[config.mk]
export PLATFORM = sky130hd
export DESIGN_NAME = uart_tx_arbiter_flat
export DESIGN_NICKNAME = d
export VERILOG_FILES = /design/src/rtl/uart_tx_arbiter_pkg.sv /design/src/rtl/uart_tx_arbiter_if.sv /design/src/rtl/uart_tx_arbiter_rr_pick.sv /design/src/rtl/uart_tx_arbiter.sv /design/src/flat_wrapper.sv
export SDC_FILE = /design/constraint.sdc
export NUM_CORES = 1
export LEC_CHECK = 0
export BUFFER_PORTS_ARGS = -buffer_cell sky130_fd_sc_hd__buf_4
export CAP_MARGIN = 10
export CORE_UTILIZATION = 50
export CTS_BUF_LIST = sky130_fd_sc_hd__clkbuf_4 sky130_fd_sc_hd__clkbuf_8
export DETAILED_ROUTE_END_ITERATION = 7
export PLACE_DENSITY = 0.77
export SLEW_MARGIN = 25
export SYNTH_ARGS = -nofsm -noshare
export SYNTH_HDL_FRONTEND = slang
export SYNTH_SLANG_ARGS = --single-unit
[constraint.sdc]
create_clock -name i_clk -period 4.6 [get_ports i_clk]
set_input_delay 0.46 -clock i_clk [delete_from_list [all_inputs] [get_ports i_clk]]
set_output_delay 0.46 -clock i_clk [all_outputs]
set_load 0.05 [all_outputs]
[src/rtl/uart_tx_arbiter_pkg.sv]
// Shared types and helpers for the UART transmit arbiter.
package uart_tx_arbiter_pkg;

    typedef enum logic [1:0] {
        ST_IDLE  = 2'b00,
        ST_SEND  = 2'b01,
        ST_GUARD = 2'b10,
        ST_BUSY  = 2'b11
    } arb_state_t;

    function automatic int unsigned wrap_next(input int unsigned idx, input int unsigned n);
        return (idx + 1 >= n) ? 0 : idx + 1;
    endfunction

endpackage

[src/rtl/uart_tx_arbiter_if.sv]
// Requester byte handshake plus transmitter strobe/status, bundled for the arbiter.
interface uart_tx_arbiter_if #(
    parameter int NumRequesters = 2
);
    logic [8*NumRequesters-1:0] req_byte;
    logic [NumRequesters-1:0]   req_valid;
    logic [NumRequesters-1:0]   req_last;
    logic [NumRequesters-1:0]   req_ready;
    logic [7:0]                 tx_byte;
    logic                       tx_byte_valid;
    logic                       tx_byte_done;

    modport slave (
        input  req_byte, req_valid, req_last, tx_byte_done,
        output req_ready, tx_byte, tx_byte_valid
    );

    modport master (
        output req_byte, req_valid, req_last, tx_byte_done,
        input  req_ready, tx_byte, tx_byte_valid
    );
endinterface

[src/rtl/uart_tx_arbiter_rr_pick.sv]
// Combinational round-robin pick: first requester at or after i_ptr, wrapping modulo N.
module uart_tx_arbiter_rr_pick #(
    parameter int N  = 2,
    parameter int IW = 3
) (
    input  logic [N-1:0]  i_req,
    input  logic [IW-1:0] i_ptr,
    output logic [N-1:0]  o_grant,
    output logic [IW-1:0] o_idx,
    output logic          o_any
);
    int w_best;
    int w_dist;

    // Smallest forward distance from the pointer wins.
    always_comb begin
        w_best  = N;
        w_dist  = 0;
        o_idx   = '0;
        o_grant = '0;
        for (int j = 0; j < N; j++) begin
            w_dist = (j >= int'(i_ptr)) ? j - int'(i_ptr) : j + N - int'(i_ptr);
            if (i_req[j] && (w_dist < w_best)) begin
                w_best = w_dist;
                o_idx  = IW'(j);
            end
        end
        o_any = (w_best < N);
        for (int j = 0; j < N; j++) begin
            o_grant[j] = o_any && (o_idx == IW'(j));
        end
    end
endmodule

[src/rtl/uart_tx_arbiter.sv]
// Shares one UART transmitter among NumRequesters byte producers, round-robin with packet lock.
//   state | meaning
//   IDLE  | transmitter idle, accept a byte from the candidate requester
//   SEND  | one-cycle tx_byte_valid strobe
//   GUARD | ignore tx_byte_done while the transmitter drops it
//   BUSY  | wait for tx_byte_done
module uart_tx_arbiter
    import uart_tx_arbiter_pkg::*;
#(
    parameter int NumRequesters = 2,
    parameter int IdWidth       = 3
) (
    input  logic               i_clk,
    input  logic               i_rst_n,
    uart_tx_arbiter_if.slave   bus,
    output logic [IdWidth-1:0] o_grant_id,
    output logic               o_locked
);
    arb_state_t               r_state;
    logic [IdWidth-1:0]       r_ptr;
    logic [IdWidth-1:0]       r_grant_id;
    logic                     r_locked;
    logic [7:0]               r_tx_byte;
    logic                     r_tx_valid;

    logic [NumRequesters-1:0] w_rr_grant;
    logic [IdWidth-1:0]       w_rr_idx;
    logic                     w_rr_any;
    logic [NumRequesters-1:0] w_lock_grant;
    logic [NumRequesters-1:0] w_pick_grant;
    logic [IdWidth-1:0]       w_pick_idx;
    logic                     w_pick_any;
    logic [7:0]               w_pick_byte;
    logic                     w_pick_last;
    logic [IdWidth-1:0]       w_next_ptr;
    logic                     w_accept;

    uart_tx_arbiter_rr_pick #(
        .N  (NumRequesters),
        .IW (IdWidth)
    ) u_rr_pick (
        .i_req   (bus.req_valid),
        .i_ptr   (r_ptr),
        .o_grant (w_rr_grant),
        .o_idx   (w_rr_idx),
        .o_any   (w_rr_any)
    );

    // While locked only the owner may be picked; otherwise the round-robin choice stands.
    always_comb begin
        w_lock_grant = '0;
        w_pick_byte  = 8'h00;
        w_pick_last  = 1'b0;
        for (int k = 0; k < NumRequesters; k++) begin
            w_lock_grant[k] = bus.req_valid[k] && (r_grant_id == IdWidth'(k));
        end
        w_pick_grant = r_locked ? w_lock_grant : w_rr_grant;
        w_pick_idx   = r_locked ? r_grant_id : w_rr_idx;
        w_pick_any   = r_locked ? (|w_lock_grant) : w_rr_any;
        for (int k = 0; k < NumRequesters; k++) begin
            if (w_pick_grant[k]) begin
                w_pick_byte = bus.req_byte[8*k +: 8];
                w_pick_last = bus.req_last[k];
            end
        end
    end

    assign w_next_ptr = IdWidth'(wrap_next(32'(w_pick_idx), NumRequesters));

    // Reset gates the combinational ready so nothing is consumed while held in reset.
    assign w_accept = i_rst_n && (r_state == ST_IDLE) && bus.tx_byte_done && w_pick_any;

    assign bus.req_ready     = w_accept ? w_pick_grant : '0;
    assign bus.tx_byte       = r_tx_byte;
    assign bus.tx_byte_valid = r_tx_valid;
    assign o_grant_id        = r_grant_id;
    assign o_locked          = r_locked;

    always_ff @(posedge i_clk or negedge i_rst_n) begin
        if (!i_rst_n) begin
            r_state    <= ST_IDLE;
            r_ptr      <= '0;
            r_grant_id <= '0;
            r_locked   <= 1'b0;
            r_tx_byte  <= 8'h00;
            r_tx_valid <= 1'b0;
        end else begin
            case (r_state)
                ST_IDLE: begin
                    if (w_accept) begin
                        r_tx_byte  <= w_pick_byte;
                        r_grant_id <= w_pick_idx;
                        r_tx_valid <= 1'b1;
                        r_state    <= ST_SEND;
                        if (w_pick_last) begin
                            r_locked <= 1'b0;
                            r_ptr    <= w_next_ptr;
                        end else begin
                            r_locked <= 1'b1;
                        end
                    end
                end
                ST_SEND: begin
                    r_tx_valid <= 1'b0;
                    r_state    <= ST_GUARD;
                end
                ST_GUARD: begin
                    r_state <= ST_BUSY;
                end
                ST_BUSY: begin
                    if (bus.tx_byte_done) begin
                        r_state <= ST_IDLE;
                    end
                end
                default: begin
                    r_tx_valid <= 1'b0;
                    r_state    <= ST_IDLE;
                end
            endcase
        end
    end
endmodule

[src/flat_wrapper.sv]
// flat-port wrapper written by rule: the top's interface ports become plain ports
module uart_tx_arbiter_flat import uart_tx_arbiter_pkg::*;
#(
    parameter int NumRequesters = 2,
    parameter int IdWidth       = 3
)
  (i_clk, i_rst_n, o_grant_id, o_locked, bus_req_byte, bus_req_valid, bus_req_last, bus_tx_byte_done, bus_req_ready, bus_tx_byte, bus_tx_byte_valid);
  uart_tx_arbiter_if #(.NumRequesters(NumRequesters)) bus_i ();
  input  logic i_clk;
  input  logic i_rst_n;
  output logic [IdWidth-1:0] o_grant_id;
  output logic o_locked;
  input wire logic [$bits(bus_i.req_byte)-1:0] bus_req_byte;
  input wire logic [$bits(bus_i.req_valid)-1:0] bus_req_valid;
  input wire logic [$bits(bus_i.req_last)-1:0] bus_req_last;
  input wire logic [$bits(bus_i.tx_byte_done)-1:0] bus_tx_byte_done;
  output wire logic [$bits(bus_i.req_ready)-1:0] bus_req_ready;
  output wire logic [$bits(bus_i.tx_byte)-1:0] bus_tx_byte;
  output wire logic [$bits(bus_i.tx_byte_valid)-1:0] bus_tx_byte_valid;
  assign bus_i.req_byte = bus_req_byte;
  assign bus_i.req_valid = bus_req_valid;
  assign bus_i.req_last = bus_req_last;
  assign bus_i.tx_byte_done = bus_tx_byte_done;
  assign bus_req_ready = bus_i.req_ready;
  assign bus_tx_byte = bus_i.tx_byte;
  assign bus_tx_byte_valid = bus_i.tx_byte_valid;
  uart_tx_arbiter #(.NumRequesters(NumRequesters), .IdWidth(IdWidth)) u_core (.i_clk(i_clk), .i_rst_n(i_rst_n), .bus(bus_i), .o_grant_id(o_grant_id), .o_locked(o_locked));
endmodule
==> metrics.md, run 1 <==
| Metric | Value |
|---|---|
| Die extent in y | `54.6 um` |
| CTS root buf | `clkbuf_4` |
| Final wirelength | `3160 um` |
| Number of global-route vias before repair | `1081` |
| Final #Nets | `228` |
| DR vias/cell | `5.75` |
| Die W | `54.6 um` |
| Residual DRC | `0` |
| Critical path class | `flop to primary output` |
| Diodes inserted | `0` |
| PnR Total Power | `between 1 and 1.5 mW` |
| Main synth FF type | `dfrtp_1` |
| Total negative slack | `0 ps` |
| Area contributors post-synth | `dfrtp_1 33%, ha_1 14%, nand2_1 4.6%` |
| Most common cell in the netlist | `dfrtp_1` |
| Die Area | `roughly 0.0030 mm^2` |
| Largest stage delay, worst path | `460 ps` |
| Clock Latency Late Sink | `300 ps` |
| Worst Hold Class | `input pin to asynchronous set/reset pin` |
| Share of cells above drive strength 1 | `between 20% and 30%` |
| GRT Overall Usage | `between 20% and 30%` |
| # H-tree levels | `1` |
| Gp weighted congestion | `around 0.89` |
| Final hold vios | `0` |
| Skew final | `5.67 ps` |
| Worst setup EP type | `primary output` |
| Post-synth EDFFs | `0` |
| Mapped Area | `0.00138 mm^2` |
| Net Count, Synth | `190` |
| Hold-fix buffers, CTS | `0` |
| Synthesis-stage register bit count | `18` |
| Post-synthesis sequential area ratio | `32.5%` |
| RSZ-0062 raised after global routing | `no` |
| Area grow syn2layout | `23.3%` |
| Area of the multi-input gates | `863 um^2` |
| Cell row count | `18` |
| First-pass GRT wire length | `between 4000 and 5000 um` |
| Critical path's slowest cell | `dfrtp_1` |
| Maximum root-to-sink buffer count | `2` |
| DP HPWL | `2520 um` |
| First-pass DRT Iterations | `4` |
| Lkg Pwr | `between 0.8 and 0.9 nW` |
| Yosys warns | `0` |
| Cts bufs inserted | `3` |
| Maximum VDD drop | `408 uV` |
| CTS tree | `yes` |
| Most frequent CP cell | `ha_1` |
| Core region area | `0.00254 mm^2` |
| Avg Synthesized Cell Area | `9.10 um^2` |
| Fillers | `215` |
| Initial antenna violation count | `0` |
| CP max FO | `9` |
| Power Density | `679 mW/mm^2` |
| FMAX | `249 MHz` |
| Final setup violation count | `0` |
| Largest net degree at the start of global routing | `20` |
| Final period util | `87.3%` |
| Boundary pin count | `38` |
| Yosys top cell by area | `dfrtp_1` |
| Via Count | `1259` |
| Fin. max-slew vios | `0` |
| Synth top cells by count | `18 x dfrtp_1, 17 x nand2_1, 15 x ha_1` |
| Slew @ Worst Pin | `423 ps` |
| DR WL/cell | `roughly 14 um` |
| DRT iter0 DRCs | `30` |
| Reg clk slew, reported paths | `110 ps` |
| Status | `finished, final reports clean` |
| Crit path DAT | `roughly 3600 ps` |
| CP required | `slightly above 4000 ps` |
| Post-CTS sizing | `0` |
| Ys async rst share | `100%` |
| Setup crit start kind | `flop` |
| Clock period minus worst slack | `4010 ps` |
| Max-Cap Viols | `0` |
| Number of I/O port buffers | `37` |
| Initial Util | `54.4%` |
| Cell Chain, Critical Path | `inv_1 -> ha_1 -> ha_1 -> nand3b_1 -> o21ai_0 -> nor3_1 -> ha_1 -> nor2b_1 -> and4_1 -> o31ai_1 -> a21oi_2 -> nor2b_1 -> buf_4` |
| Gr ovfl total | `0` |
| Share of the synthesized area in the top cell type | `32.5%` |
| Sequential Area | `about 450 um^2` |
| Antenna-violating nets left | `0` |
| Rel. slew slack | `71.8%` |
| TritonCTS Sinks | `18` |
| Postcts setup bufs | `0` |
| Post-synthesis cell count | `152` |
| Library cells used by synthesis | `43` |
-- final cells by class --
cell class	count	area share, %
flip-flops and latches	18	26.4
repair buffers	38	16.7
multi-input cells	120	50.6
clock buffers	4	2.13
inverters	9	1.98
well taps	30	2.20
-- cells in the final DEF (no fill, tap or decap), drive strengths merged --
cell,count
a311oi,1
ha,15
o211ai,3
inv,9
a22oi,8
a21oi,6
or2,2
o31ai,2
o21ai,15
o211a,2
a41oi,1
nor2,10
and4,1
o32a,1
mux2i,1
o32ai,1
xnor2,3
dfrtp,18
a21o,2
nand2,17
nand3b,3
nor3b,1
a2bb2oi,1
xor2,1
a22o,1
nor3,2
o21bai,1
nand3,2
nand2b,3
o21a,4
clkbuf,4
nor2b,6
a31o,1
mux2,2
a221oi,1
buf,38
-- power by group --
| group | internal [mW] | switching, mW | leakage, nW |
|---|---|---|---|
| sequential | 0.221 | 0.0621 | 0.225 |
| clock | 0.0483 | 0.0518 | 0.0210 |
| combinational | 0.296 | 0.480 | 0.587 |
-- cells by family (layout without fill, tap and decap cells) --
kind of cell	count (synthesis)	count (layout)	synth area share [%]
compound gates	51	51	27.4
simple gates	47	47	16.5
flops	18	18	32.5
fa+ha+maj	15	15	13.6
buf+inv	14	51	5.06
xor+xnor	4	4	2.53
mux	3	3	2.35
-- registers in the layout, summed over array words and instances, names as in the netlist --
name                      flops
u_core.r_state                2
u_core.o_locked               1
u_core.r_ptr                  3
u_core.bus.tx_byte            8
u_core.o_grant_id             3
u_core.bus.tx_byte_valid      1
-- per-layer routing --
layer	part of all wire, %	track usage (%)	up-vias
li1	-	-	622
met1	46	31.6	589
met2	48	36.1	42
met3	5.1	3.61	6
met4	1.4	7.69	0
met5	0	0	-
-- worst paths after layout --
| path | from | end | slack [ps] | cells after the start |
|---|---|---|---|---|
| max | u_core.r_ptr[1] | bus_req_ready[1] | 590 | 13 |
| min | i_rst_n | u_core.bus.tx_byte[5] | 9 | 1 |
| max reg2reg | u_core.r_ptr[1] | u_core.r_ptr[0] | 880 | 16 |
| min reg2reg | u_core.bus.tx_byte[4] | u_core.bus.tx_byte[4] | 490 | 2 |
| max in group asynchronous | i_rst_n | u_core.bus.tx_byte_valid | 4380 | 1 |
| min in group i_clk | bus_req_byte[9] | u_core.bus.tx_byte[1] | 440 | 3 |
-- stage by stage --
step                worst slack [ps]  cell area (um^2)  utilization, %  std cells  hold WS [ps]
floorplan                        882              1380               -        152           164
global placement                1050              1670            65.6        215           347
detailed placement               935              1670            65.6        215           350
CTS                              618              1710            67.1        219          25.0
global route                     304              1710            67.1        219          28.3
finish                           585              1710            67.1        219          9.41
-- critical path, delay by kind of cell, from the launching register on --
family | cells | cell delay (ps)
and+or+nand+nor | 5 | 870
adders and majority gates | 3 | 690
AOI/OAI and AO/OA | 3 | 850
DFF | 1 | 460
buffers and inverters | 2 | 370
(Power assumes the default switching activity.)
==> inputs of run 2 (changes only) <==
ABC_AREA = 1   (was not set)
==> metrics.md, run 2 <==
| Metric | Value |
|---|---|
| DRT iter0 DRCs | `40 (+33%)` |
| Combinational family with the most area after synthesis | `simple AND/OR/NAND/NOR gates` |
| Rel. slew slack | `61.7% (-10 points)` |
| Synth Area in Simple Gates | `39.0% (+22 points)` |
| Total negative slack | `0 ps (unchanged)` |
| CTS root buf | `clkbuf_4` |
| Cell row count | `18 (unchanged)` |
| Library cells used by synthesis | `27 (-37%)` |
| FF-to-FF Start | `u_core.r_ptr[1]` |
| Max-Cap Viols | `0 (unchanged)` |
| Synthesis-stage register bit count | `18 (unchanged)` |
| Via Count | `1322 (+5.0%)` |
| Die W | `54.3 um (-0.49%)` |
| Clock period minus worst slack | `3820 ps (-191 ps)` |
| Most common cell after layout, fill and taps aside | `nand2_1` |
| Cts bufs inserted | `3 (unchanged)` |
| PnR Total Power | `1.28 mW (+10%)` |
| Share of the synthesized area in the top cell type | `32.9% (+0.33 points)` |
| Initial Util | `54.3% (-0.060 points)` |
| Critical path's slowest cell | `dfrtp_1` |
| Diodes inserted | `0 (unchanged)` |
| Ys async rst share | `100% (unchanged)` |
| R2R Setup Slk | `1160 ps (+280 ps)` |
| Worst setup EP type | `primary output` |
| Power Density | `747 mW/mm^2 (+10%)` |
| Setup crit start kind | `flop` |
| TritonCTS Sinks | `18 (unchanged)` |
| Final #Nets | `267 (+17%)` |
| Net Count, Synth | `226 (+19%)` |
| Area grow syn2layout | `24.6%` |
| Clock Latency Late Sink | `290 ps (about the same)` |
| Commonest non-fill, non-tap cells in the layout | `67 x nand2_1, 37 x buf_4, 25 x nand3_1, 20 x inv_1, 18 x dfrtp_1` |
| Postcts setup bufs | `0 (unchanged)` |
| Number of global-route vias before repair | `1224 (+13%)` |
| Most common cell in the netlist | `nand2_1` |
| DP HPWL | `2560 um (+1.7%)` |
| First-pass GRT wire length | `5110 um (+5.3%)` |
| FMAX | `262 MHz (+5.0%)` |
| Final core utilization | `67.7% (+0.60 points)` |
| Slew @ Worst Pin | `568 ps (+145 ps)` |
| CP required | `4140 ps (about the same)` |
| Reg clk slew, reported paths | `110 ps (about the same)` |
| Critical path class | `flop to primary output` |
| Initial antenna violation count | `0 (unchanged)` |
| Hold_ws | `19.8 ps (+10.4 ps)` |
| Hold-fix buffers, CTS | `0 (unchanged)` |
| Fin. max-slew vios | `0 (unchanged)` |
| Post-synthesis xor/xnor area fraction | `0.639% (-1.9 points)` |
| CP max FO | `18 (+9)` |
| Final period util | `83.1% (-4.1 points)` |
| Antenna-violating nets left | `0 (unchanged)` |
| Fillers | `226 (+5.1%)` |
| Yosys top cell by area | `dfrtp_1` |
| Post-synthesis sequential area ratio | `32.9% (+0.33 points)` |
| Gr ovfl total | `0 (unchanged)` |
| Crit path DAT | `3360 ps (-190 ps)` |
| Post-synth EDFFs | `0 (unchanged)` |
| Main synth FF type | `dfrtp_1` |
| Final wirelength | `3180 um (+0.63%)` |
| Avg Synthesized Cell Area | `7.29 um^2 (-20%)` |
| Post-synthesis cell count | `188 (+24%)` |
| Lkg Pwr | `0.988 nW (+19%)` |
| Maximum root-to-sink buffer count | `2 (unchanged)` |
| Post-CTS sizing | `0 (unchanged)` |
| Yosys warns | `0 (unchanged)` |
| Most frequent CP cell | `nand2_1` |
| R2R depth | `23 (+7)` |
| Core region area | `0.00252 mm^2 (-0.88%)` |
| DR WL/cell | `12.3 um (-15%)` |
| Skew final | `4.60 ps (-1.07 ps)` |
| Multiplexer share of the synthesized area | `0.731% (-1.6 points)` |
| Die extent in y | `54.3 um (-0.49%)` |
| Synth top cells by count | `67 x nand2_1, 25 x nand3_1, 20 x inv_1` |
| Status | `finished, final reports clean` |
| # H-tree levels | `1 (unchanged)` |
| CTS tree | `yes` |
| Die Area | `0.00295 mm^2 (-0.97%)` |
| Boundary pin count | `38 (unchanged)` |
| First-pass DRT Iterations | `4 (unchanged)` |
| Share of cells above drive strength 1 | `25.0% (-3.0 points)` |
| Largest net degree at the start of global routing | `20 (unchanged)` |
| Residual DRC | `0 (unchanged)` |
| Final setup violation count | `0 (unchanged)` |
| Cell Chain, Critical Path | `inv_1 -> ha_1 -> ha_1 -> or2_1 -> nand2_1 -> nand2_1 -> nand2_2 -> nand3_1 -> ha_1 -> nand2_1 -> inv_1 -> nand2_1 -> nand2_1 -> nand2_2 -> nand2_1 -> nand2_1 -> nand3_2 -> nand3_4 -> nor2_1 -> buf_4` |
| Max FFs per register | `8 (unchanged)` |
| RSZ-0062 raised after global routing | `no` |
| Mapped Area | `0.00137 mm^2 (-0.99%)` |
| Adder-cell share of the synthesized area | `13.7% (+0.14 points)` |
| GRT Overall Usage | `24.2% (+1.2 points)` |
| Worst Hold Class | `input pin to asynchronous set/reset pin` |
| Maximum VDD drop | `476 uV (+17%)` |
| DR vias/cell | `5.12 (-11%)` |
| Number of I/O port buffers | `37 (unchanged)` |
| Area contributors post-synth | `dfrtp_1 33%, nand2_1 18%, ha_1 14%` |
| Gp weighted congestion | `0.831 (-6.9%)` |
| Post-synthesis compound-gate area fraction | `5.66% (-22 points)` |
| FF-to-FF End | `u_core.r_ptr[0]` |
| Largest stage delay, worst path | `430 ps (-30 ps)` |
| Final hold vios | `0 (unchanged)` |
## run 2: kinds of logic (layout without fill, tap and decap cells)
group	after synthesis	count (layout)
AO/OA/AOI/OAI	13	13
adder cells (fa/ha/maj)	15	15
buffers and inverters	24	64
multiplexers	1	1
flip-flops	18	18
AND/OR/NAND/NOR	116	116
XOR/XNOR	1	1
## run 2: worst max-delay path by stage
stage / start / endpoint / cells after the start
after CTS: u_core.r_ptr[1] / bus_req_ready[0] / 20
after detailed placement: u_core.r_ptr[1] / bus_req_ready[0] / 20
final: u_core.r_ptr[1] / bus_req_ready[0] / 20
after global routing: u_core.r_ptr[1] / bus_req_ready[0] / 20
after global placement: u_core.r_ptr[1] / bus_req_ready[0] / 20
after floorplan: u_core.r_ptr[1] / bus_req_ready[0] / 19
## run 2: layer usage
| layer | vias to the layer above | global-route usage [%] | wire length (um) |
|---|---|---|---|
| met5 | - | 0 | 0 |
| met4 | 0 | 7.69 | 13 |
| met3 | 2 | 4.17 | 142 |
| met2 | 31 | 41.9 | 1620 |
| met1 | 611 | 30.2 | 1410 |
| li1 | 678 | - | - |
## run 2: report_power, final
part | total (mW) | leakage, nW | switching (mW) | internal [mW]
Clock | 0.0976 | 0.0210 | 0.0494 | 0.0482
Sequential | 0.269 | 0.228 | 0.0520 | 0.217
Combinational | 0.908 | 0.739 | 0.596 | 0.313
Total | 1.28 | 0.988 | 0.697 | 0.578
## run 2: metrics by stage
step	setup WS, ps	cells	cell area (um^2)
after CTS	757	258	1710
after global placement	1250	254	1670
final	776	258	1710
after global routing	489	258	1710
after floorplan	1120	188	1370
after detailed placement	1100	254	1670
## run 2: area by class of cell
cell class | count | area (um^2) | area share (%)
Inverter | 23 | 86.3 | 5.06
Multi-Input combinational cell | 146 | 818 | 47.9
Timing Repair Buffer | 37 | 278 | 16.3
Clock buffer | 4 | 36.3 | 2.13
Sequential cell | 18 | 450 | 26.4
Tap cell | 30 | 37.5 | 2.20
## run 2: critical path: cells and delay by family (launching register included)
kind,cells,cell delay [ps]
simple gates,14,1500
flops,1,430
buf+inv,3,410
fa+ha+maj,3,740
